$ cat src/rtl/norm_shift_left.sv
// Sequential left-normalizer: binary-search shifts (16,8,4,2,1), one stage per clock,
// producing normalized mantissa, adjusted exponent, leading-zero count and flags.
module norm_shift_left #(
    parameter int MANT_W = 24,
    parameter int EXP_W  = 8,
    parameter int LZC_W  = 6
) (
    input  logic              clk,
    input  logic              rst_n,
    input  logic              in_valid,
    output logic              in_ready,
    input  logic [MANT_W-1:0] mant_in,
    input  logic [EXP_W-1:0]  exp_in,
    output logic              out_valid,
    input  logic              out_ready,
    output logic [MANT_W-1:0] mant_out,
    output logic [EXP_W-1:0]  exp_out,
    output logic [LZC_W-1:0]  lzc,
    output logic              zero,
    output logic              underflow
);

    typedef enum logic [1:0] {S_IDLE, S_SHIFT, S_DONE} state_t;

    localparam logic [2:0] LAST_STAGE = 3'd4;

    state_t              r_state, w_state_nxt;
    logic [2:0]          r_stage;
    logic [MANT_W-1:0]   r_mant, w_mant_nxt;
    logic [LZC_W-1:0]    r_lzc, w_lzc_nxt;
    logic [EXP_W-1:0]    r_exp;
    logic                r_zero;

    logic [MANT_W-1:0]   r_mant_out;
    logic [EXP_W-1:0]    r_exp_out;
    logic [LZC_W-1:0]    r_lzc_out;
    logic                r_zero_out;
    logic                r_uf_out;

    logic [4:0]          w_width;
    logic [5:0]          w_top_lsb;
    logic                w_top_zero;
    logic                w_uf;

    assign in_ready  = (r_state == S_IDLE);
    assign out_valid = (r_state == S_DONE);
    assign mant_out  = r_mant_out;
    assign exp_out   = r_exp_out;
    assign lzc       = r_lzc_out;
    assign zero      = r_zero_out;
    assign underflow = r_uf_out;

    // Stage width halves each clock; the test looks at the top w bits of the working mantissa.
    always_comb begin
        w_width    = 5'd16 >> r_stage;
        w_top_lsb  = 6'(MANT_W) - 6'(w_width);
        w_top_zero = ((r_mant >> w_top_lsb) == '0);
        w_mant_nxt = w_top_zero ? (r_mant << w_width) : r_mant;
        w_lzc_nxt  = w_top_zero ? (r_lzc + LZC_W'(w_width)) : r_lzc;
        w_uf       = (32'(r_exp) <= 32'(w_lzc_nxt));
    end

    always_ff @(posedge clk or negedge rst_n) begin
        if (!rst_n) r_state <= S_IDLE;
        else        r_state <= w_state_nxt;
    end

    always_comb begin
        w_state_nxt = r_state;
        case (r_state)
            S_IDLE:  if (in_valid)                 w_state_nxt = S_SHIFT;
            S_SHIFT: if (r_stage == LAST_STAGE)    w_state_nxt = S_DONE;
            S_DONE:  if (out_ready)                w_state_nxt = S_IDLE;
            default:                               w_state_nxt = S_IDLE;
        endcase
    end

    always_ff @(posedge clk or negedge rst_n) begin
        if (!rst_n) begin
            r_stage    <= '0;
            r_mant     <= '0;
            r_lzc      <= '0;
            r_exp      <= '0;
            r_zero     <= 1'b0;
            r_mant_out <= '0;
            r_exp_out  <= '0;
            r_lzc_out  <= '0;
            r_zero_out <= 1'b0;
            r_uf_out   <= 1'b0;
        end else begin
            case (r_state)
                S_IDLE: begin
                    if (in_valid) begin
                        r_mant  <= mant_in;
                        r_exp   <= exp_in;
                        r_lzc   <= '0;
                        r_zero  <= (mant_in == '0);
                        r_stage <= '0;
                    end
                end
                S_SHIFT: begin
                    r_mant  <= w_mant_nxt;
                    r_lzc   <= w_lzc_nxt;
                    r_stage <= r_stage + 3'd1;
                    // Results are taken from the stage-4 combinational values on the DONE-entry edge.
                    if (r_stage == LAST_STAGE) begin
                        r_stage <= '0;
                        if (r_zero) begin
                            r_mant_out <= '0;
                            r_exp_out  <= '0;
                            r_lzc_out  <= LZC_W'(MANT_W);
                            r_zero_out <= 1'b1;
                            r_uf_out   <= 1'b0;
                        end else begin
                            r_mant_out <= w_mant_nxt;
                            r_lzc_out  <= w_lzc_nxt;
                            r_zero_out <= 1'b0;
                            r_uf_out   <= w_uf;
                            r_exp_out  <= w_uf ? '0 : (r_exp - EXP_W'(w_lzc_nxt));
                        end
                    end
                end
                default: ;
            endcase
        end
    end

endmodule
$ cat config.mk
export PLATFORM = sky130hd
export DESIGN_NAME = norm_shift_left
export DESIGN_NICKNAME = d
export VERILOG_FILES = /design/src/rtl/norm_shift_left.sv
export SDC_FILE = /design/constraint.sdc
export NUM_CORES = 1
export LEC_CHECK = 0
export BUFFER_PORTS_ARGS = -buffer_cell sky130_fd_sc_hd__buf_2
export CAP_MARGIN = 0
export CORE_MARGIN = 3
export CORE_UTILIZATION = 35
export DETAILED_ROUTE_END_ITERATION = 16
export PLACE_DENSITY = 0.6
export SLEW_MARGIN = 20
export SYNTH_ARGS = -nofsm -noshare
export SYNTH_HDL_FRONTEND = slang
export SYNTH_SLANG_ARGS = --single-unit
$ cat constraint.sdc
create_clock -name clk -period 5.6 [get_ports clk]
set_input_delay 0.56 -clock clk [delete_from_list [all_inputs] [get_ports clk]]
set_output_delay 0.56 -clock clk [all_outputs]
set_load 0.02 [all_outputs]
Word-level counts from Yosys, hierarchy flattened:

Index checks and enable logic that the tools add are counted.

* logic and storage cells: 52
* memories: 0
* bits in read-only memories: 0
* RAM bits: 0
* bits in registers: 84
* bits in latches: 0
* input bits: 36

* $mul: 0
* $add $sub $neg: 4
* mux-type cells: 19
* div/mod/pow operators: 0
* shift-type cells: 3
* reduce and logical (&&, ||, !) cells: 8
* bitwise operators: 0
* eq/ne operators: 6
* order comparisons: 1

Operator list (number)
* two-way mux 24 bit: 3
* zero test 24 bit: 2
* case mux 24 bit (2 select lines): 1
* << shifter 24 x 5 -> 24 bit: 1
* right shift 24 x 6 -> 24 bit: 1
* two-way mux 6 bit: 3
* two-way mux 8 bit: 2
* case mux 6 bit (2 select lines): 1
* less-or-equal comparator 8 x 6 -> 1 bit: 1
* subtractor 8 x 6 -> 8 bit: 1
* adder 6 x 5 -> 6 bit: 1
* two-way mux 2 bit: 3
* two-way mux 3 bit: 2
* case mux 2 bit (3 select lines): 1
* case mux 3 bit (2 select lines): 1
* AND reduction 2 bit: 3
* subtractor 5 x 5 -> 6 bit (first input constant): 1
* right shift 5 x 3 -> 5 bit (first input constant): 1
* inequality test 2 bit (second input constant): 2
* adder 3 x 1 -> 3 bit (second input constant): 1
* equality test 3 bit (second input constant): 1
* AND reduction 3 bit: 1
* equality test 2 x 1 -> 1 bit (second input constant): 1
* equality test 2 bit (second input constant): 1
* other kinds (4): 5

Longest topological paths before layout:

* word-level depth: 8
* gate-level depth with buffers: 24

Worst setup path before layout:

No wires, ideal clock.

* path type: reg-to-reg
* start: reg r_stage[1]
* end: reg r_uf_out (netlist: underflow)
* slack: 1.026 ns
* data arrival time: 4.453 ns
* library setup time: 0.121 ns
* data required time: 5.479 ns
* cell stages (with the launch flop): 25
* clock period less this slack: 4.574 ns
* buffers on the path: 4
* path through: dfrtp_1 -> inv_1 -> ha_1 -> buf_2 -> buf_2 -> mux2i_1 -> mux2i_1 -> nor3_1 -> o211ai_1 -> o31a_1 -> or3_1 -> buf_2 -> clkbuf_1 -> mux2i_1 -> inv_1 -> ha_1 -> fa_1 -> nor2b_1 -> o21ai_0 -> nand2b_1 -> nor2_1 -> nor2_1 -> a21oi_1 -> o21bai_1 -> a22o_1

* longest elaborated chain between the ends: 7
* elaborated cells on any way between the ends: 10
* classes of those cells: add/sub (2); order compare (1); eq/ne (1); shift (2); mux (2); reduce/logical (2)

RTL lines
* from (decl): line 28 `logic [2:0] r_stage;`
* from (signal assigned): line 104 `r_stage <= r_stage + 3'd1;`
* right shift 5 x 3 -> 5 bit: line 55 `w_width = 5'd16 >> r_stage;`
* subtractor 5 x 5 -> 6 bit: line 56 `w_top_lsb = 6'(MANT_W) - 6'(w_width);`
* right shift 24 x 6 -> 24 bit: line 57 `w_top_zero = ((r_mant >> w_top_lsb) == '0);`
* zero test 24 bit: line 57
* two-way mux 6 bit: line 59 `w_lzc_nxt = w_top_zero ? (r_lzc + LZC_W'(w_width)) : r_lzc;`
* less-or-equal comparator 8 x 6 -> 1 bit: line 60 `w_uf = (32'(r_exp) <= 32'(w_lzc_nxt));`
* two-way mux 1 bit: line 108 `if (r_zero) begin`
* to (signal assigned): line 118 `r_uf_out <= w_uf;`
* to (decl): line 38 `logic r_uf_out;`

Parallel ways exist; a longest one is shown, timed or not.
A chain may end at the register's enable or synchronous reset.

Worst setup path after layout:

* start: reg r_stage[1]
* end: reg r_exp_out[5] (netlist: exp_out[5])

* longest elaborated chain between the ends: 8
* elaborated cells on any way between the ends: 12
* classes of those cells: add/sub (3); order compare (1); eq/ne (1); shift (2); mux (3); reduce/logical (2)

RTL lines
* right shift 5 x 3 -> 5 bit: line 55
* subtractor 5 x 5 -> 6 bit: line 56
* right shift 24 x 6 -> 24 bit: line 57
* zero test 24 bit: line 57
* two-way mux 6 bit: line 59
* subtractor 8 x 6 -> 8 bit / less-or-equal comparator 8 x 6 -> 1 bit (equally long branches): line 119, 60
* two-way mux 8 bit: line 119 `r_exp_out <= w_uf ? '0 : (r_exp - EXP_W'(w_lzc_nxt));`
* two-way mux 8 bit: line 108
* to (signal assigned): line 119
* to (decl): line 35 `logic [EXP_W-1:0] r_exp_out;`

Parallel ways exist; a longest one is shown, timed or not.

==> impl_metrics.tcl <==
set metrics [dict create \
    status "completed" \
    fmax_mhz 196 \
    path_class "flop to flop" \
    ys_ff_latch 84 \
    grt_max_degree 84 \
    crit_slowest_cell "or3_2" \
    die_h_um 136 \
    hold_viol_final 0 \
    timing.rr.end "exp_out[5]" \
    yosysSeqAreaShare_pct 35.7 \
    syn_avg_cell_area_um2 8.50 \
    dieArea_um2 18400 \
    p_per_area_nw_per_um2 761 \
    p_leak_nw 3.17 \
    diodes 0 \
    numCtsBuffers 9 \
    drtIter0Drc 342 \
    grt_usage_pct 20.8 \
    area_growth_pct 16.2 \
    gp_congestion 0.959 \
    seqPwrFrac_pct 23.3 \
    start_kind "flop" \
    synth_edf_count 0 \
    intPower_mw 2.54 \
    grt-ovfl-total 0 \
    synth.most_common_cell "nand2_1" \
    cp.required_ns 5.82 \
    nets 803 \
    drcViolationCount 0 \
    ys.flop_type "dfrtp_1" \
    synth_top_area_cell "dfrtp_1" \
    grt_pass1_wl_um 29800 \
    tightest_slew_ns 1.11 \
    die_x_um 136 \
    rows 46 \
    cpPeakStageDelay_ns 0.57 \
    min-delay-start "out_ready" \
    path_max_fanout 9 \
    ios 78 \
    post_cts_buffers 0 \
    setup_tns_ns 0 \
    antenna_found_initial 1 \
    reg2reg_setup_slack_ns 0.49 \
    portBuffers 77 \
    clockBufferDepth 2 \
    ant_nets 0 \
    reg2reg_depth 18 \
    cp-end-kind "flop" \
    via_per_inst 5.68 \
    slew_violations 0 \
    maxCapViolations 0 \
    synth_cell_types 64 \
    rsz0062_at_grt "no" \
    finalPower_mw 5.21 \
    fin_crit_ns 5.11 \
    setup_viol_count_final 0 \
    crit_chain "inv_1, ha_1, nor4bb_2, o22ai_1, a211oi_1, mux2i_1, o221a_1, or3_2, nor2_1, xnor2_1, ha_1, nor2b_1, o21ai_0, nand2b_1, a31o_2, a211o_1, o311ai_4, o21ai_1" \
    floorplan.initialDensity_pct 36.4 \
    switchingPower_mw 2.67 \
    wl_per_cell_um 19.3 \
    crit_path_frequent_cell "ha_1" \
    clockPowerShare_pct 13.9 \
    dp_hpwl_um 13600 \
    dr.pass1.iters 5 \
    vias 5523 \
    numClockSinks 84 \
    synth_common_cells "123 x nand2_1, 84 x dfrtp_1, 68 x mux2i_1" \
    drive_gt1_share_pct 18.0 \
    ir_drop_mv 0.308 \
    synth_nets 745 \
    yosys-top-cells-area "dfrtp_1 36%, mux2i_1 12%, nand2_1 7.8%" \
    insertion_delay_ns 0.36 \
    regToRegStartpoint "r_stage[1]" \
    yosysTopAreaCellShare_pct 35.7 \
    path_clk_slew_ns 0.07 \
    grt_pass1_vias 5330 \
    cts_tree "built" \
    period_share_pct 91.2 \
    holdPathEnd "r_state[1]" \
    syn_area_um2 5890 \
    switching_share_pct 51.2 \
    async_flop_share_pct 100 \
    max_slew_margin_pct 25.6 \
    clockRootBuffer "clkbuf_16" \
    wirelength_um 18700 \
    htreeDepth 3 \
    clock_skew_ns 0.00813 \
    comb_power_share_pct 62.8 \
    synth-warning-count 0 \
    core_area_um2 16200 \
    hp-class "input pin to flop" \
    whs_path_depth 2 \
    whs_ns 0.392 \
    synth_cells 693 \
    arrival_ns 5.33 \
]
## worst max path at each step
stage                     cells after the start  slack (ns)          to  startpoint
after floorplan                              24        1.03   underflow  r_stage[1]
final                                        18        0.49  exp_out[5]  r_stage[1]
after detailed placement                     18        0.54  exp_out[5]  r_stage[1]
after global placement                       18        0.68  exp_out[3]  r_stage[1]
after CTS                                    18        0.50  exp_out[5]  r_stage[1]
after global routing                         19       0.003  exp_out[7]  r_stage[1]
## power groups by stage
stage          Sequential, mW  Clock, mW  Combinational, mW
3_5_place_dp             1.21          0               3.23
5_1_grt                  1.25      0.758               3.61
6_report                 1.22      0.723               3.27
2_1_floorplan            1.22          0               2.32
3_3_place_gp             1.21          0               3.22
4_1_cts                  1.21      0.738               3.25
## repair_timing
action,in CTS,in global routing
gates resized for setup,0,2
hold buffers,1,0
hold endpoints to repair,1,0
endpoints found under the setup margin,0,1
## placed cells by master, fill, tap and decap left out, drive strengths merged, types with 4 or more instances in the layout
| cell | n |
|---|---|
| a22o | 10 |
| mux2i | 68 |
| nand3 | 12 |
| a211oi | 9 |
| nor2 | 43 |
| dfrtp | 84 |
| nor3 | 18 |
| nor2b | 7 |
| a31oi | 11 |
| buf | 96 |
| and3 | 14 |
| clkbuf | 9 |
| and2 | 7 |
| a2111oi | 7 |
| nor4 | 10 |
| o21ai | 60 |
| nand2 | 123 |
| nand2b | 5 |
| a22oi | 10 |
| a21oi | 44 |
| nor4b | 4 |
| inv | 23 |
| ha | 14 |
| or3 | 5 |
| xor2 | 4 |
| o31ai | 4 |
| xnor2 | 8 |
## area by class of cell
class	instances	area, µm²
Multi-Input combinational cell	538	3500
Sequential cell	84	2100
Fill cell	1635	9330
Clock inverter	7	128
Timing Repair Buffer	97	544
Tap cell	216	270
Inverter	21	78.8
Clock buffer	9	225
## per-stage QoR
step | std cells | util, % | setup WS [ns] | cell area (µm²)
after floorplan | 693 | - | 1.03 | 5890
after global placement | 955 | 40.0 | 0.682 | 6460
after detailed placement | 955 | 40.0 | 0.543 | 6460
after CTS | 972 | 42.2 | 0.495 | 6830
after global routing | 972 | 42.3 | 0.00255 | 6850
final | 972 | 42.3 | 0.492 | 6850
## flip-flops by register name, indices dropped and copies added (netlist names)
name and flops:
r_exp 8, lzc 6, underflow 1, r_zero 1, r_mant 24, r_state 2, exp_out 8, mant_out 24
r_stage 3, zero 1, r_lzc 6
## logic make-up after synthesis
group | synth area share (%)
muxes | 12.7
AOI/OAI and AO/OA | 19.8
buffers and inverters | 5.25
xor gates and xnor gates | 1.91
and+or+nand+nor | 21.0
adders and majority gates | 3.65
DFF | 35.7
## worst max-delay path: cells and delay by family (launching register included)
kind                       cells  cell delay [ns]
adders and majority gates      2             0.75
and+or+nand+nor                5             1.40
buffers and inverters          1             0.15
DFF                            1             0.47
xor gates and xnor gates       1             0.23
muxes                          1             0.13
AOI/OAI and AO/OA              8             1.83
## per-layer routing
metal / vias up / global-route usage [%] / wire (µm)
met5: - / 0 / 13
met4: 2 / 9.69 / 699
met3: 41 / 3.60 / 905
met2: 167 / 33.2 / 8820
met1: 2699 / 27.4 / 8310
li1: 2614 / - / -
No activity file was read; power rests on OpenSTA's default activity.
